### src/rtl/param_data_memory_if.sv
// param_data_memory_if: request/response bundle between the CPU datapath and the data memory.
interface param_data_memory_if #(
  parameter int DATA_W = 8,
  parameter int ADDR_W = 8
);
  logic [ADDR_W-1:0] Address;
  logic [DATA_W-1:0] WriteData;
  logic              MemRead;
  logic              MemWrite;
  logic              Clear;
  logic [DATA_W-1:0] ReadData;
  logic              ReadValid;
  logic              Busy;
  logic              AddrErr;
  modport master (output Address, WriteData, MemRead, MemWrite, Clear,
                  input  ReadData, ReadValid, Busy, AddrErr);
  modport slave  (input  Address, WriteData, MemRead, MemWrite, Clear,
                  output ReadData, ReadValid, Busy, AddrErr);
endinterface

### src/rtl/param_data_memory.sv
// param_data_memory: word memory with sequential pattern init, registered reads, soft clear and range check.
module param_data_memory #(
  parameter int DATA_W = 8,
  parameter int ADDR_W = 8,
  parameter int DEPTH  = 32
) (
  input logic                 clk,
  input logic                 Reset_n,
  param_data_memory_if.slave  bus
);
  localparam int CW = $clog2(DEPTH);
  typedef enum logic {INIT, IDLE} state_e;
  state_e            state_q, state_d;
  logic [CW-1:0]     cnt_q, cnt_d, waddr, idx;
  logic [DATA_W-1:0] mem [DEPTH];
  logic [DATA_W-1:0] rdata_q, rdata_d, wdata, pat;
  logic              rvalid_q, rvalid_d, aerr_q, aerr_d, we, in_range;
  assign in_range = {1'b0, bus.Address} < (ADDR_W+1)'(DEPTH);
  assign idx      = bus.Address[CW-1:0];
  // Lower half counts up, upper half counts down from zero in two's complement.
  assign pat = cnt_q < CW'(DEPTH/2) ? DATA_W'(cnt_q)
                                    : DATA_W'(0) - DATA_W'(cnt_q - CW'(DEPTH/2));
  always_comb begin
    state_d  = state_q;
    cnt_d    = cnt_q;
    rdata_d  = rdata_q;
    rvalid_d = 1'b0;
    aerr_d   = 1'b0;
    we       = 1'b0;
    waddr    = idx;
    wdata    = bus.WriteData;
    if (bus.Clear) begin
      state_d = INIT;
      cnt_d   = '0;
    end else if (state_q == INIT) begin
      we      = 1'b1;
      waddr   = cnt_q;
      wdata   = pat;
      cnt_d   = cnt_q + 1'b1;
      state_d = cnt_q == CW'(DEPTH-1) ? IDLE : INIT;
    end else begin
      rvalid_d = bus.MemRead;
      aerr_d   = (bus.MemRead | bus.MemWrite) & ~in_range;
      rdata_d  = bus.MemRead ? (in_range ? mem[idx] : '0) : rdata_q;
      we       = bus.MemWrite & ~bus.MemRead & in_range;
    end
  end
  always_ff @(posedge clk or negedge Reset_n)
    if (!Reset_n) begin
      state_q  <= INIT;
      cnt_q    <= '0;
      rdata_q  <= '0;
      rvalid_q <= 1'b0;
      aerr_q   <= 1'b0;
    end else begin
      state_q  <= state_d;
      cnt_q    <= cnt_d;
      rdata_q  <= rdata_d;
      rvalid_q <= rvalid_d;
      aerr_q   <= aerr_d;
    end
  always_ff @(posedge clk)
    if (we) mem[waddr] <= wdata;
  assign bus.ReadData  = rdata_q;
  assign bus.ReadValid = rvalid_q;
  assign bus.AddrErr   = aerr_q;
  assign bus.Busy      = state_q == INIT;
endmodule
### src/flat_wrapper.sv
// flat-port wrapper written by rule: the top's interface ports become plain ports
module param_data_memory_flat 
#(
  parameter int DATA_W = 8,
  parameter int ADDR_W = 8,
  parameter int DEPTH  = 32
)
  (clk, Reset_n, bus_Address, bus_WriteData, bus_MemRead, bus_MemWrite, bus_Clear, bus_ReadData, bus_ReadValid, bus_Busy, bus_AddrErr);
  param_data_memory_if #(.DATA_W(DATA_W), .ADDR_W(ADDR_W)) bus_i ();
  input logic clk;
  input logic Reset_n;
  input wire logic [$bits(bus_i.Address)-1:0] bus_Address;
  input wire logic [$bits(bus_i.WriteData)-1:0] bus_WriteData;
  input wire logic [$bits(bus_i.MemRead)-1:0] bus_MemRead;
  input wire logic [$bits(bus_i.MemWrite)-1:0] bus_MemWrite;
  input wire logic [$bits(bus_i.Clear)-1:0] bus_Clear;
  output wire logic [$bits(bus_i.ReadData)-1:0] bus_ReadData;
  output wire logic [$bits(bus_i.ReadValid)-1:0] bus_ReadValid;
  output wire logic [$bits(bus_i.Busy)-1:0] bus_Busy;
  output wire logic [$bits(bus_i.AddrErr)-1:0] bus_AddrErr;
  assign bus_i.Address = bus_Address;
  assign bus_i.WriteData = bus_WriteData;
  assign bus_i.MemRead = bus_MemRead;
  assign bus_i.MemWrite = bus_MemWrite;
  assign bus_i.Clear = bus_Clear;
  assign bus_ReadData = bus_i.ReadData;
  assign bus_ReadValid = bus_i.ReadValid;
  assign bus_Busy = bus_i.Busy;
  assign bus_AddrErr = bus_i.AddrErr;
  param_data_memory #(.DATA_W(DATA_W), .ADDR_W(ADDR_W), .DEPTH(DEPTH)) u_core (.clk(clk), .Reset_n(Reset_n), .bus(bus_i));
endmodule
### config.mk
export PLATFORM = sky130hd
export DESIGN_NAME = param_data_memory_flat
export DESIGN_NICKNAME = d
export VERILOG_FILES = /design/src/rtl/param_data_memory_if.sv /design/src/rtl/param_data_memory.sv /design/src/flat_wrapper.sv
export SDC_FILE = /design/constraint.sdc
export NUM_CORES = 1
export LEC_CHECK = 0
export BUFFER_PORTS_ARGS = -buffer_cell sky130_fd_sc_hd__buf_4
export CORE_UTILIZATION = 56
export DETAILED_ROUTE_END_ITERATION = 8
export PLACE_DENSITY = 0.81
export SLEW_MARGIN = 15
export SYNTH_ARGS = -nofsm -noshare
export SYNTH_HDL_FRONTEND = slang
export SYNTH_SLANG_ARGS = --single-unit
export TNS_END_PERCENT = 10
### constraint.sdc
create_clock -name clk -period 2.8 [get_ports clk]
set_input_delay 0.28 -clock clk [delete_from_list [all_inputs] [get_ports clk]]
set_output_delay 0.28 -clock clk [all_outputs]
set_load 0.005 [all_outputs]
Word level (Yosys, flattened, before mapping). Memory sizes are Yosys's and may differ from the RTL's. Index checks and enable logic that the tools add are counted.

Muxes and demuxes: 19. $add $sub $neg: 3. Equal/unequal tests: 2. Bitwise logic cells: 8. Order comparisons: 2. Reduce and logical (&&, ||, !) cells: 1.

Operators by type and width (number): 8-bit 2-to-1 mux (4); 5-bit 2-to-1 mux (4); 1-bit 2-to-1 mux (11); 8-bit by 6-bit < comparator with 1-bit output, second input constant (1); 1-bit by 8-bit subtractor with 8-bit output, first input constant (1); 5-bit by 5-bit subtractor with 6-bit output, second input constant (1); 5-bit by 1-bit adder with 5-bit output, second input constant (1); 5-bit equality test, second input constant (1); 5-bit < comparator, second input constant (1); 1-bit inverter (4); 1-bit bitwise AND (3); 3-bit AND reduction (1); 2-bit != test, second input constant (1); 1-bit OR (1).

Memories kept: 1. Word-level logic and storage cells: 41. Register bits after elaboration: 16. Memory bits (writable): 256.

Memories: u_core.mem (words 32, width 8, rd ports 1, clocked after memory_dff 0, write ports 1, line param_data_memory.sv:15) `logic [DATA_W-1:0] mem [DEPTH];`.

Depth between registers and ports, before layout.
Depth in word-level cells: 7. Gate-level depth with buffers: 9.

Least setup slack after synthesis. Ideal clock, no wire load.

Path type: reg-to-reg. Start point: register u_core.state_q. End point: memory u_core.mem[0][3] (data pin). Clock period less this slack: 3.006 ns. Path slack: -0.206 ns. Stages on the path, launching flop included: 6. Buffers on the path: 3. Data arrival time: 2.552 ns. Required time: 2.346 ns. Library setup time: 0.454 ns. Cell sequence: dfrtp_1 -> clkbuf_1 -> or2_2 -> clkbuf_1 -> clkbuf_1 -> o21ai_0.

Longest elaborated chain between the ends: 2.

Ends and longest elaborated chain: start, declared (line param_data_memory.sv:13) `state_e state_q, state_d;`; start signal, assigned (line param_data_memory.sv:56) `state_q <= state_d;`; 8-bit 2-to-1 mux (line param_data_memory.sv:35) `end else if (state_q == INIT) begin`; 8-bit 2-to-1 mux (line param_data_memory.sv:32) `if (bus.Clear) begin`; net u_core.wdata[3] (line param_data_memory.sv:16) `logic [DATA_W-1:0] rdata_q, rdata_d, wdata, pat;`; end, declared (line param_data_memory.sv:15).

The timed path passes the listed nets, and every way through them passes these cells.

Final worst setup path.
Start point: register u_core.state_q. End point: memory u_core.mem[5][7], enable pin.

Longest elaborated chain between the ends: 4. Elaborated cells on any way between the ends: 6. Those cells by class: 6 x mux.

Ends and longest elaborated chain: 1-bit 2-to-1 mux (line param_data_memory.sv:35); 1-bit 2-to-1 mux (line param_data_memory.sv:32); 1-bit 2-to-1 mux (line param_data_memory.sv:63) `if (we) mem[waddr] <= wdata;`; 1-bit 2-to-1 mux (not written as such) (line param_data_memory.sv:63).

Parallel ways exist; a longest one is shown, timed or not.

==> results.cfg <==
[global_routing]
grt_max_degree = 42
antenna_found_initial = 0
grt_pass1_vias = 6145
grt_pass1_wl_mm = 36.3
grt_usage = 0.247
grt-ovfl-total = 0

[worst_setup_path]
crit_path_end_kind = register
critPathLaunchType = register
startpoint = u_core.state_q
cp_max_fo = 18
cp.required_ps = 3090
worst-setup-path-type = reg2reg
crit-reg2reg-launch = u_core.state_q
crit_arrival_ps = 2800
regToRegSetupSlack_ps = 280

[place]
dp_hpwl_mm = 14.8
io_buffers = 31
place_inst = 931
place.gp.congestion = 0.906

[synthesis]
synth_area_um2 = 11100
synth_ff_type = edfxtp_1
syn_inst = 630
synth_nets = 654
synth_top_area_frac = 0.691
synth_edf_count = 256
synthArstFlopShare = 0.0588
yosys-top-cells-area = edfxtp_1 69%, mux4_2 5.3%, mux2i_1 4.9%
yosys_warnings = 0
synth_top_area_cell = edfxtp_1
synth_cell_types = 45
syn_avg_cell_area_um2 = 17.7
ys_seq_area_frac = 0.727
ys_seq_elements = 272

[route]
ant_nets = 0
drt-wirelength-per-cell_um = 24.6
initialDrtViolationCount = 723
vias = 6066
vias_per_cell = 6.18
first_pass_iters = 5
drt_wl_total_mm = 24.1
drc_errors = 0

[hold_path]
hp-class = in2reg
hp-start = bus_MemWrite

[timing]
rsz0062_at_grt = false
finalHoldViolations = 0
tightest_slew_ps = 1190
holdWs_ps = 53.0
slew_headroom = 0.203
setup_violations = 0
clock.fmax_mhz = 398
fin_skew_ps = 13.4
fin_crit_ps = 2520
min_period_over_period = 0.898
final_max_slew_viol_count = 0

[floorplan]
dieWidth_um = 143
die_h_um = 143
dieArea_um2 = 20400
fp.coreArea_um2 = 19500
pin_count = 32
start_util = 0.572
rows = 51

[cts]
htreeDepth = 1
clock_sinks = 272
cts_resized = 0
cts_setup_buffers = 0
cts-root-buf = clkbuf_16
tritoncts = yes
cts_buffers = 26
worstSkewPairLatency_ps = 530
cts_buffer_depth = 3
clk_pin_slew_ps = 70

[cells_and_area]
final_common_cell = edfxtp_1
fin_util = 0.656
final_cell_mix = 256 x edfxtp_1, 73 x buf_4, 54 x mux2i_1, 48 x nor2_1, 30 x nand2_1
drive_above_1_share = 0.239
final_cells = 981
num_antenna_cells = 0
area_delta_synth_final_pct = 14.8
fin_nets = 720
n_fill_cell = 1263

[status]
status = finished clean

[pwr]
p_per_area_nw_per_um2 = 695
peakVddDrop_mv = 0.541
p_leak_nw = 4.46

[job]
maxCapViolations = 0
## state kept, by name, indices dropped and copies added (netlist names)
signal,flops
u_core.bus.ReadValid,1
u_core.cnt_q,5
u_core.bus.ReadData,8
u_core.bus.AddrErr,1
u_core.mem,256
u_core.state_q,1
## layer usage
layer	global-route usage	wire length (um)
met5	0	0
met4	0.0945	840
met3	0.0355	1540
met2	0.411	12100
met1	0.334	9650
## cell type report
cell class / count / area [um^2] / share of cell area
sequential: 272 / 8090 / 0.633
tap: 265 / 332 / 0.0260
multi-input combinational: 315 / 2790 / 0.218
timing repair buffer: 76 / 588 / 0.0460
clock inverter: 18 / 260 / 0.0204
clock buffer: 30 / 697 / 0.0546
inverter: 5 / 18.8 / 0.00147
## cells by family after synthesis
logic type,Yosys count,share of synthesized area
buffers and inverters,43,0.0251
XOR/XNOR,5,0.00394
flip-flops,272,0.727
multiplexers,102,0.134
adder cells (fa/ha/maj),3,0.00337
AND/OR/NAND/NOR,117,0.0479
AO/OA/AOI/OAI,88,0.0584
## critical path, cell delays in order (launching register included)
cell and delay, ps:
dfrtp_1 480, or2_2 510, a31oi_1 880, nor2_1 170, buf_4 230
## path summary, 6_finish.rpt
path                       cells after the start                endpoint
setup reg to reg                               4        u_core.mem[5][7]
hold / removal                                 3      u_core.bus.AddrErr
min in group asynchronous                      2         u_core.cnt_q[1]
setup / recovery                               4        u_core.mem[5][7]
hold reg to reg                                2  u_core.bus.ReadData[5]
max in group asynchronous                      2  u_core.bus.ReadData[7]
## cells in the mapped netlist, types with 3 or more instances
| cell type | n |
|---|---|
| ha_1 | 3 |
| nor3_1 | 4 |
| a221oi_2 | 5 |
| mux2_2 | 14 |
| mux2i_1 | 54 |
| a221oi_1 | 8 |
| a21o_1 | 4 |
| a21oi_1 | 17 |
| buf_6 | 6 |
| xor2_1 | 3 |
| clkbuf_1 | 16 |
| nor2_1 | 48 |
| a211oi_1 | 14 |
| dfrtp_1 | 16 |
| o41ai_1 | 8 |
| nand3b_1 | 3 |
| nand2b_1 | 3 |
| mux4_1 | 8 |
| nand2_1 | 30 |
| nor2b_1 | 20 |
| a22oi_1 | 11 |
| o21ai_1 | 4 |
| mux4_2 | 26 |
| inv_1 | 5 |
| buf_2 | 10 |
| o21ai_0 | 7 |
| edfxtp_1 | 256 |
## repair_timing
action                                  CTS  global route
hold endpoints to repair                 23             0
hold buffers                              2             0
endpoints found under the setup margin    0             0
## metrics by stage
| step | cell area, um^2 | power [mW] | setup TNS [ps] | setup slack, ps |
|---|---|---|---|---|
| 3_3_place_gp | 11800 | 5.08 | 0 | 362 |
| 5_1_grt | 12800 | 9.10 | 0 | 144 |
| 3_5_place_dp | 11800 | 5.10 | 0 | 314 |
| 6_report | 12800 | 8.88 | 0 | 285 |
| 4_1_cts | 12800 | 8.90 | 0 | 257 |
| 2_1_floorplan | 11100 | 4.93 | -26060 | -206 |
## report_power, final
| group | total, mW | switching, mW | internal, mW |
|---|---|---|---|
| sequential | 4.53 | 0.0210 | 4.51 |
| combinational | 0.501 | 0.323 | 0.178 |
| clock | 3.84 | 1.49 | 2.36 |
(Power assumes the default switching activity.)
